File: src/rtl/if_fetch_queue_if.sv
// rtl/if_fetch_queue_if.sv - instruction-memory request/response interface for the fetch stage
interface if_fetch_queue_if;
   logic        imem_req;
   logic [31:0] imem_addr;
   logic        imem_gnt;
   logic        imem_rvalid;
   logic [31:0] imem_rdata;

   modport master (
      output imem_req,
      output imem_addr,
      input  imem_gnt,
      input  imem_rvalid,
      input  imem_rdata
   );

   modport slave (
      input  imem_req,
      input  imem_addr,
      output imem_gnt,
      output imem_rvalid,
      output imem_rdata
   );
endinterface

File: src/rtl/if_fetch_queue.sv
// rtl/if_fetch_queue.sv - instruction fetch queue feeding the IF/ID pipeline register
module if_fetch_queue #(
   parameter int DEPTH = 4
) (
   input  logic                    clk,
   input  logic                    rst,
   input  logic [31:0]             pc_i,
   input  logic                    ce_i,
   input  logic [5:0]              stall,
   input  logic                    flush,
   if_fetch_queue_if.master        imem,
   output logic                    stallreq_if,
   output logic [31:0]             id_pc,
   output logic [31:0]             id_inst,
   output logic                    id_valid
);

   localparam int AW = $clog2(DEPTH);
   localparam int PW = AW + 1;
   // Extra headroom: drops owed can exceed DEPTH across back-to-back flushes.
   localparam int DW = PW + 4;

   typedef logic [PW-1:0] ptr_t;
   typedef logic [DW-1:0] cnt_t;

   ptr_t              wr_ptr_q, wr_ptr_d;
   ptr_t              fill_ptr_q, fill_ptr_d;
   ptr_t              rd_ptr_q, rd_ptr_d;
   cnt_t              drop_cnt_q, drop_cnt_d;
   logic              issued_q, issued_d;
   logic [31:0]       pc_mem_q [DEPTH];
   logic [31:0]       pc_mem_d [DEPTH];
   logic [31:0]       inst_mem_q [DEPTH];
   logic [31:0]       inst_mem_d [DEPTH];
   logic [DEPTH-1:0]  filled_q, filled_d;
   logic [31:0]       id_pc_q, id_pc_d;
   logic [31:0]       id_inst_q, id_inst_d;
   logic              id_valid_q, id_valid_d;

   ptr_t              alloc;
   ptr_t              owed;
   logic              grant;
   logic              drop_rsp;
   logic              fill_we;
   logic [AW-1:0]     head;
   logic              head_bypass;
   logic              head_ready;
   logic [31:0]       head_inst;
   logic              unused_stall_hi;

   assign unused_stall_hi = ^stall[5:2];

   assign alloc = wr_ptr_q - rd_ptr_q;
   assign owed  = wr_ptr_q - fill_ptr_q;

   // Request path never looks at stall, so the controller's stall[0] cannot loop back into it.
   assign imem.imem_req  = ce_i & ~flush & ~issued_q & (alloc < ptr_t'(DEPTH));
   assign imem.imem_addr = pc_i;
   assign grant          = imem.imem_req & imem.imem_gnt;
   assign stallreq_if    = ce_i & ~issued_q & ~grant;

   assign drop_rsp = imem.imem_rvalid & (drop_cnt_q != '0);
   assign fill_we  = imem.imem_rvalid & (drop_cnt_q == '0) & (fill_ptr_q != wr_ptr_q);

   // The head can be consumed in the same cycle its response arrives, giving 2-cycle grant-to-ID.
   assign head        = rd_ptr_q[AW-1:0];
   assign head_bypass = fill_we & (fill_ptr_q == rd_ptr_q);
   assign head_ready  = (rd_ptr_q != wr_ptr_q) & (filled_q[head] | head_bypass);
   assign head_inst   = filled_q[head] ? inst_mem_q[head] : imem.imem_rdata;

   assign id_pc    = id_pc_q;
   assign id_inst  = id_inst_q;
   assign id_valid = id_valid_q;

   // Next-state for pointers, queue storage, drop counter, issue flag and IF/ID register.
   always_comb begin
      wr_ptr_d   = wr_ptr_q;
      fill_ptr_d = fill_ptr_q;
      rd_ptr_d   = rd_ptr_q;
      drop_cnt_d = drop_cnt_q;
      issued_d   = issued_q;
      pc_mem_d   = pc_mem_q;
      inst_mem_d = inst_mem_q;
      filled_d   = filled_q;
      id_pc_d    = id_pc_q;
      id_inst_d  = id_inst_q;
      id_valid_d = id_valid_q;

      if (flush) begin
         fill_ptr_d = wr_ptr_q;
         rd_ptr_d   = wr_ptr_q;
         filled_d   = '0;
         // Every response still owed for pre-flush grants, net of one arriving this cycle.
         drop_cnt_d = cnt_t'(owed) - cnt_t'(fill_we) + drop_cnt_q - cnt_t'(drop_rsp);
         issued_d   = 1'b0;
         id_valid_d = 1'b0;
         id_inst_d  = '0;
      end else begin
         if (grant) begin
            pc_mem_d[wr_ptr_q[AW-1:0]] = pc_i;
            filled_d[wr_ptr_q[AW-1:0]] = 1'b0;
            wr_ptr_d                   = wr_ptr_q + ptr_t'(1);
         end

         if (drop_rsp) begin
            drop_cnt_d = drop_cnt_q - cnt_t'(1);
         end

         if (fill_we) begin
            inst_mem_d[fill_ptr_q[AW-1:0]] = imem.imem_rdata;
            filled_d[fill_ptr_q[AW-1:0]]   = 1'b1;
            fill_ptr_d                     = fill_ptr_q + ptr_t'(1);
         end

         // A grant while the PC is held must not be re-requested until the PC moves.
         if (!stall[0]) begin
            issued_d = 1'b0;
         end else if (grant) begin
            issued_d = 1'b1;
         end

         if (!stall[1]) begin
            if (head_ready) begin
               id_pc_d    = pc_mem_q[head];
               id_inst_d  = head_inst;
               id_valid_d = 1'b1;
               rd_ptr_d   = rd_ptr_q + ptr_t'(1);
            end else begin
               id_inst_d  = '0;
               id_valid_d = 1'b0;
            end
         end
      end
   end

   // State registers with asynchronous active-low reset.
   always_ff @(posedge clk or negedge rst) begin
      if (!rst) begin
         wr_ptr_q   <= '0;
         fill_ptr_q <= '0;
         rd_ptr_q   <= '0;
         drop_cnt_q <= '0;
         issued_q   <= 1'b0;
         pc_mem_q   <= '{default: '0};
         inst_mem_q <= '{default: '0};
         filled_q   <= '0;
         id_pc_q    <= '0;
         id_inst_q  <= '0;
         id_valid_q <= 1'b0;
      end else begin
         wr_ptr_q   <= wr_ptr_d;
         fill_ptr_q <= fill_ptr_d;
         rd_ptr_q   <= rd_ptr_d;
         drop_cnt_q <= drop_cnt_d;
         issued_q   <= issued_d;
         pc_mem_q   <= pc_mem_d;
         inst_mem_q <= inst_mem_d;
         filled_q   <= filled_d;
         id_pc_q    <= id_pc_d;
         id_inst_q  <= id_inst_d;
         id_valid_q <= id_valid_d;
      end
   end

endmodule

File: src/flat_wrapper.sv
// flat-port wrapper written by rule: the top's interface ports become plain ports
module if_fetch_queue_flat 
#(
   parameter int DEPTH = 4
)
  (clk, rst, pc_i, ce_i, stall, flush, stallreq_if, id_pc, id_inst, id_valid, imem_imem_req, imem_imem_addr, imem_imem_gnt, imem_imem_rvalid, imem_imem_rdata);
  if_fetch_queue_if imem_i ();
  input  logic clk;
  input  logic rst;
  input  logic [31:0] pc_i;
  input  logic ce_i;
  input  logic [5:0] stall;
  input  logic flush;
  output logic stallreq_if;
  output logic [31:0] id_pc;
  output logic [31:0] id_inst;
  output logic id_valid;
  output wire logic [$bits(imem_i.imem_req)-1:0] imem_imem_req;
  output wire logic [$bits(imem_i.imem_addr)-1:0] imem_imem_addr;
  input wire logic [$bits(imem_i.imem_gnt)-1:0] imem_imem_gnt;
  input wire logic [$bits(imem_i.imem_rvalid)-1:0] imem_imem_rvalid;
  input wire logic [$bits(imem_i.imem_rdata)-1:0] imem_imem_rdata;
  assign imem_imem_req = imem_i.imem_req;
  assign imem_imem_addr = imem_i.imem_addr;
  assign imem_i.imem_gnt = imem_imem_gnt;
  assign imem_i.imem_rvalid = imem_imem_rvalid;
  assign imem_i.imem_rdata = imem_imem_rdata;
  if_fetch_queue #(.DEPTH(DEPTH)) u_core (.clk(clk), .rst(rst), .pc_i(pc_i), .ce_i(ce_i), .stall(stall), .flush(flush), .imem(imem_i), .stallreq_if(stallreq_if), .id_pc(id_pc), .id_inst(id_inst), .id_valid(id_valid));
endmodule
File: config.mk
export PLATFORM = sky130hd
export DESIGN_NAME = if_fetch_queue_flat
export DESIGN_NICKNAME = d
export VERILOG_FILES = /design/src/rtl/if_fetch_queue_if.sv /design/src/rtl/if_fetch_queue.sv /design/src/flat_wrapper.sv
export SDC_FILE = /design/constraint.sdc
export NUM_CORES = 1
export LEC_CHECK = 0
export CAP_MARGIN = 40
export CORE_ASPECT_RATIO = 0.6
export CORE_MARGIN = 4
export CORE_UTILIZATION = 35
export CTS_CLUSTER_DIAMETER = 150
export DETAILED_ROUTE_END_ITERATION = 6
export GPL_ROUTABILITY_DRIVEN = 0
export PLACE_DENSITY_LB_ADDON = 0.25
export SLEW_MARGIN = 5
export SYNTH_ARGS = -nofsm -noshare
export SYNTH_HDL_FRONTEND = slang
export SYNTH_SLANG_ARGS = --single-unit
File: constraint.sdc
create_clock -name clk -period 10.1 [get_ports clk]
set_input_delay 2.02 -clock clk [delete_from_list [all_inputs] [get_ports clk]]
set_output_delay 2.02 -clock clk [all_outputs]
set_load 0.02 [all_outputs]
==> impl_metrics.ini <==
[power]
peakVddDrop_v = 0.0001577
power.clock.fraction_pct = 29.2
p_leak_uw = 0.008942
p_switching_uw = 1428
p_per_area_nw_per_um2 = 252.2
p_seq_share_pct = 41.1
pwr-share-comb_pct = 29.7
swShare_pct = 29.28
p_int_uw = 3448

[critical_path]
crit_top_cell = clkdlybuf4s50_1
cp-end-kind = output port
crit_required_ns = 8.08
r2r_cells = 14
crit_type = in2out
crit_arrival_ns = 4.42
crit_buf_inv = 4
start_kind = primary input
crit_cells = 7
cp_cell_sequence = clkdlybuf4s50_1 -> buf_4 -> inv_1 -> nand4_1 -> a21oi_2 -> nor3_1 -> clkdlybuf4s50_1
critical-path-top-delay-family = buffers and inverters
slowest_stage = clkdlybuf4s50_1
path_max_fanout = 25
critical-path-max-stage-delay_ns = 0.59

[timing]
slew_headroom_pct = 35.03
fin_tns_setup_ns = 0
final_max_slew_viol_count = 0
min_period_ns = 6.436
period_share_pct = 63.73
fin_skew_ns = 0.01488
fin_hold_ws_ns = 0.4778
max_freq_mhz = 155.4
grt_setup_unrepaired = false
finalHoldViolations = 0
setup_viol = 0
worst_pin_slew_ns = 0.9745

[worst_hold_path]
min_path_cells = 2
hp-class = reg2reg

[finish]
mostFrequentLayoutCell = dfrtp_1
final_cell_mix = dfrtp_1, mux2_2, clkdlybuf4s50_1
fin_nets = 1302
post-route-util_pct = 44.01
syn_to_final_growth_pct = 22.57
insertedDiodeCount = 0
drive_above_1_share_pct = 36.66

[route]
via_per_inst = 5.014
drc = 0
routed_wirelength_um = 35700
wire_per_inst_um = 19.82
ant_nets = 0
first_pass_iters = 4
drtIter0Drc = 434
num_vias = 9030

[logic_synthesis]
synth-edff-count = 0
avgSynthCellArea_um2 = 14.86
ys_ff_latch = 342
yosysUniqueCellTypes = 54
netlist_area_um2 = 15770
synthFlopType = dfrtp_1
yosys_warnings = 0
syn-instance-count = 1061
synthesis.nets = 1167
yosysSeqAreaShare_pct = 54.26
synth_async_sr_flop_share_pct = 100.0

[global_route]
grt_max_degree = 148
antenna_found_initial = 0
grt.total_usage_pct = 14.92
grt_remaining_overflow = 0
grt_pass1_wl_um = 57010
grt_pass1_vias = 9671

[die]
chipHeight_um = 172.4
ios = 175
die_area_um2 = 48630
start_util_pct = 35.91
core_um2 = 43920
die_width_um = 282.0
num_rows = 59

[placement]
dpl.hpwl_um = 22560
port_buffers = 170

[clocking]
ctsHoldBuffers = 0
tritoncts = yes
root_buffer = clkbuf_16
clock_sinks = 342
post-cts-setup-buffers = 0
clk_pin_slew_ns = 0.06
clk_path_buf_depth = 3
cts_resized = 0
htreeDepth = 2
clk-insertion-delay-late_ns = 0.53
cts_made_buffers = 36

[outcome]
status = complete, no violations

[job]
cap_violations = 0
Yosys cell counts (6+ instances only):
cell,instances,share of area [%]
a21oi_1,7,0.22
buf_1,22,0.52
buf_4,32,1.5
clkbuf_1,33,0.79
dfrtp_1,342,54
ha_1,28,2.2
inv_1,29,0.69
mux2_2,261,19
mux2_4,27,2.6
mux2i_1,32,2.0
mux4_2,65,9.3
nand2_1,53,1.3
nor2_1,6,0.14
nor3_1,6,0.19
o21ai_0,38,1.2
o21ai_1,7,0.22
xnor2_1,15,0.83
worst register-to-register path, stage by stage (launching register included):
cell and delay [ns]:
dfrtp_1 0.41, inv_1 0.12, ha_1 0.17, or3b_2 0.53, a211oi_4 0.41, ha_1 0.26
ha_1 0.23, ha_1 0.27, inv_1 0.06, fa_1 0.47, a211oi_1 0.33, o21ai_0 0.17
a22o_1 0.24, a211oi_1 0.21, o21bai_1 0.13
power by group through the flow:
stage | sequential (uW) | clock (uW) | combinational (uW)
after floorplan | 1920 | 0 | 1140
after global placement | 2010 | 0 | 1420
after detailed placement | 2020 | 0 | 1460
after CTS | 2000 | 1470 | 1470
after global routing | 2050 | 1530 | 1620
final | 2000 | 1420 | 1450
sequential cells by signal, summed over array words and instances, names as in the netlist:
register / count
u_core.id_valid: 1
u_core.id_inst: 32
u_core.filled_q: 4
u_core.wr_ptr_q: 3
u_core.fill_ptr_q: 3
u_core.drop_cnt_q: 7
u_core.issued_q: 1
u_core.id_pc: 32
u_core.rd_ptr_q: 3
u_core.inst_mem_q: 128
u_core.pc_mem_q: 128
per-layer routing:
metal | GRT usage (%) | part of all wire [%] | vias to the layer above
met4 | 3.109 | 1.3 | 0
met1 | 21.65 | 48 | 4747
met2 | 23.55 | 46 | 144
li1 | - | - | 4103
met5 | 0 | 0 | -
met3 | 2.834 | 4.1 | 36
stage by stage:
step | instances | worst slack (ns) | power [uW] | instance area [um^2]
final | 1801 | 3.664 | 4875 | 19330
after global routing | 1801 | 3.486 | 5205 | 19330
after CTS | 1801 | 3.712 | 4946 | 19330
after detailed placement | 1737 | 3.722 | 3489 | 18060
after global placement | 1726 | 3.755 | 3429 | 17810
after floorplan | 1061 | 4.747 | 3063 | 15770
area by class of cell:
class | count | area [um^2]
clock inverter | 10 | 193.9
inverter | 29 | 108.9
sequential | 342 | 8566
fill | 3911 | 24590
tap | 579 | 724.4
clock buffer | 54 | 1081
multi-input combinational | 598 | 6635
timing repair buffer | 189 | 2022
path summary, 6_finish.rpt:
kind                                 startpoint                    to  slack [ns]
max                                       flush           stallreq_if        3.66
min reg2reg                  u_core.id_inst[18]    u_core.id_inst[18]        0.48
min in group asynchronous                   rst    u_core.id_inst[14]        1.51
max reg2reg                u_core.drop_cnt_q[0]  u_core.drop_cnt_q[6]        6.00
min                          u_core.id_inst[18]    u_core.id_inst[18]        0.48
max in group asynchronous                   rst    u_core.rd_ptr_q[1]        7.15
kinds of logic (layout without fill, tap and decap cells):
| family | after synthesis | after routing | synth area share [%] |
|---|---|---|---|
| mux | 385 | 385 | 32.52 |
| simple gates | 84 | 84 | 2.436 |
| xor+xnor | 18 | 18 | 1.095 |
| flops | 342 | 342 | 54.26 |
| buf+inv | 121 | 282 | 3.840 |
| compound gates | 81 | 81 | 3.372 |
| fa+ha+maj | 30 | 30 | 2.475 |
No activity file was read; power rests on OpenSTA's default activity.
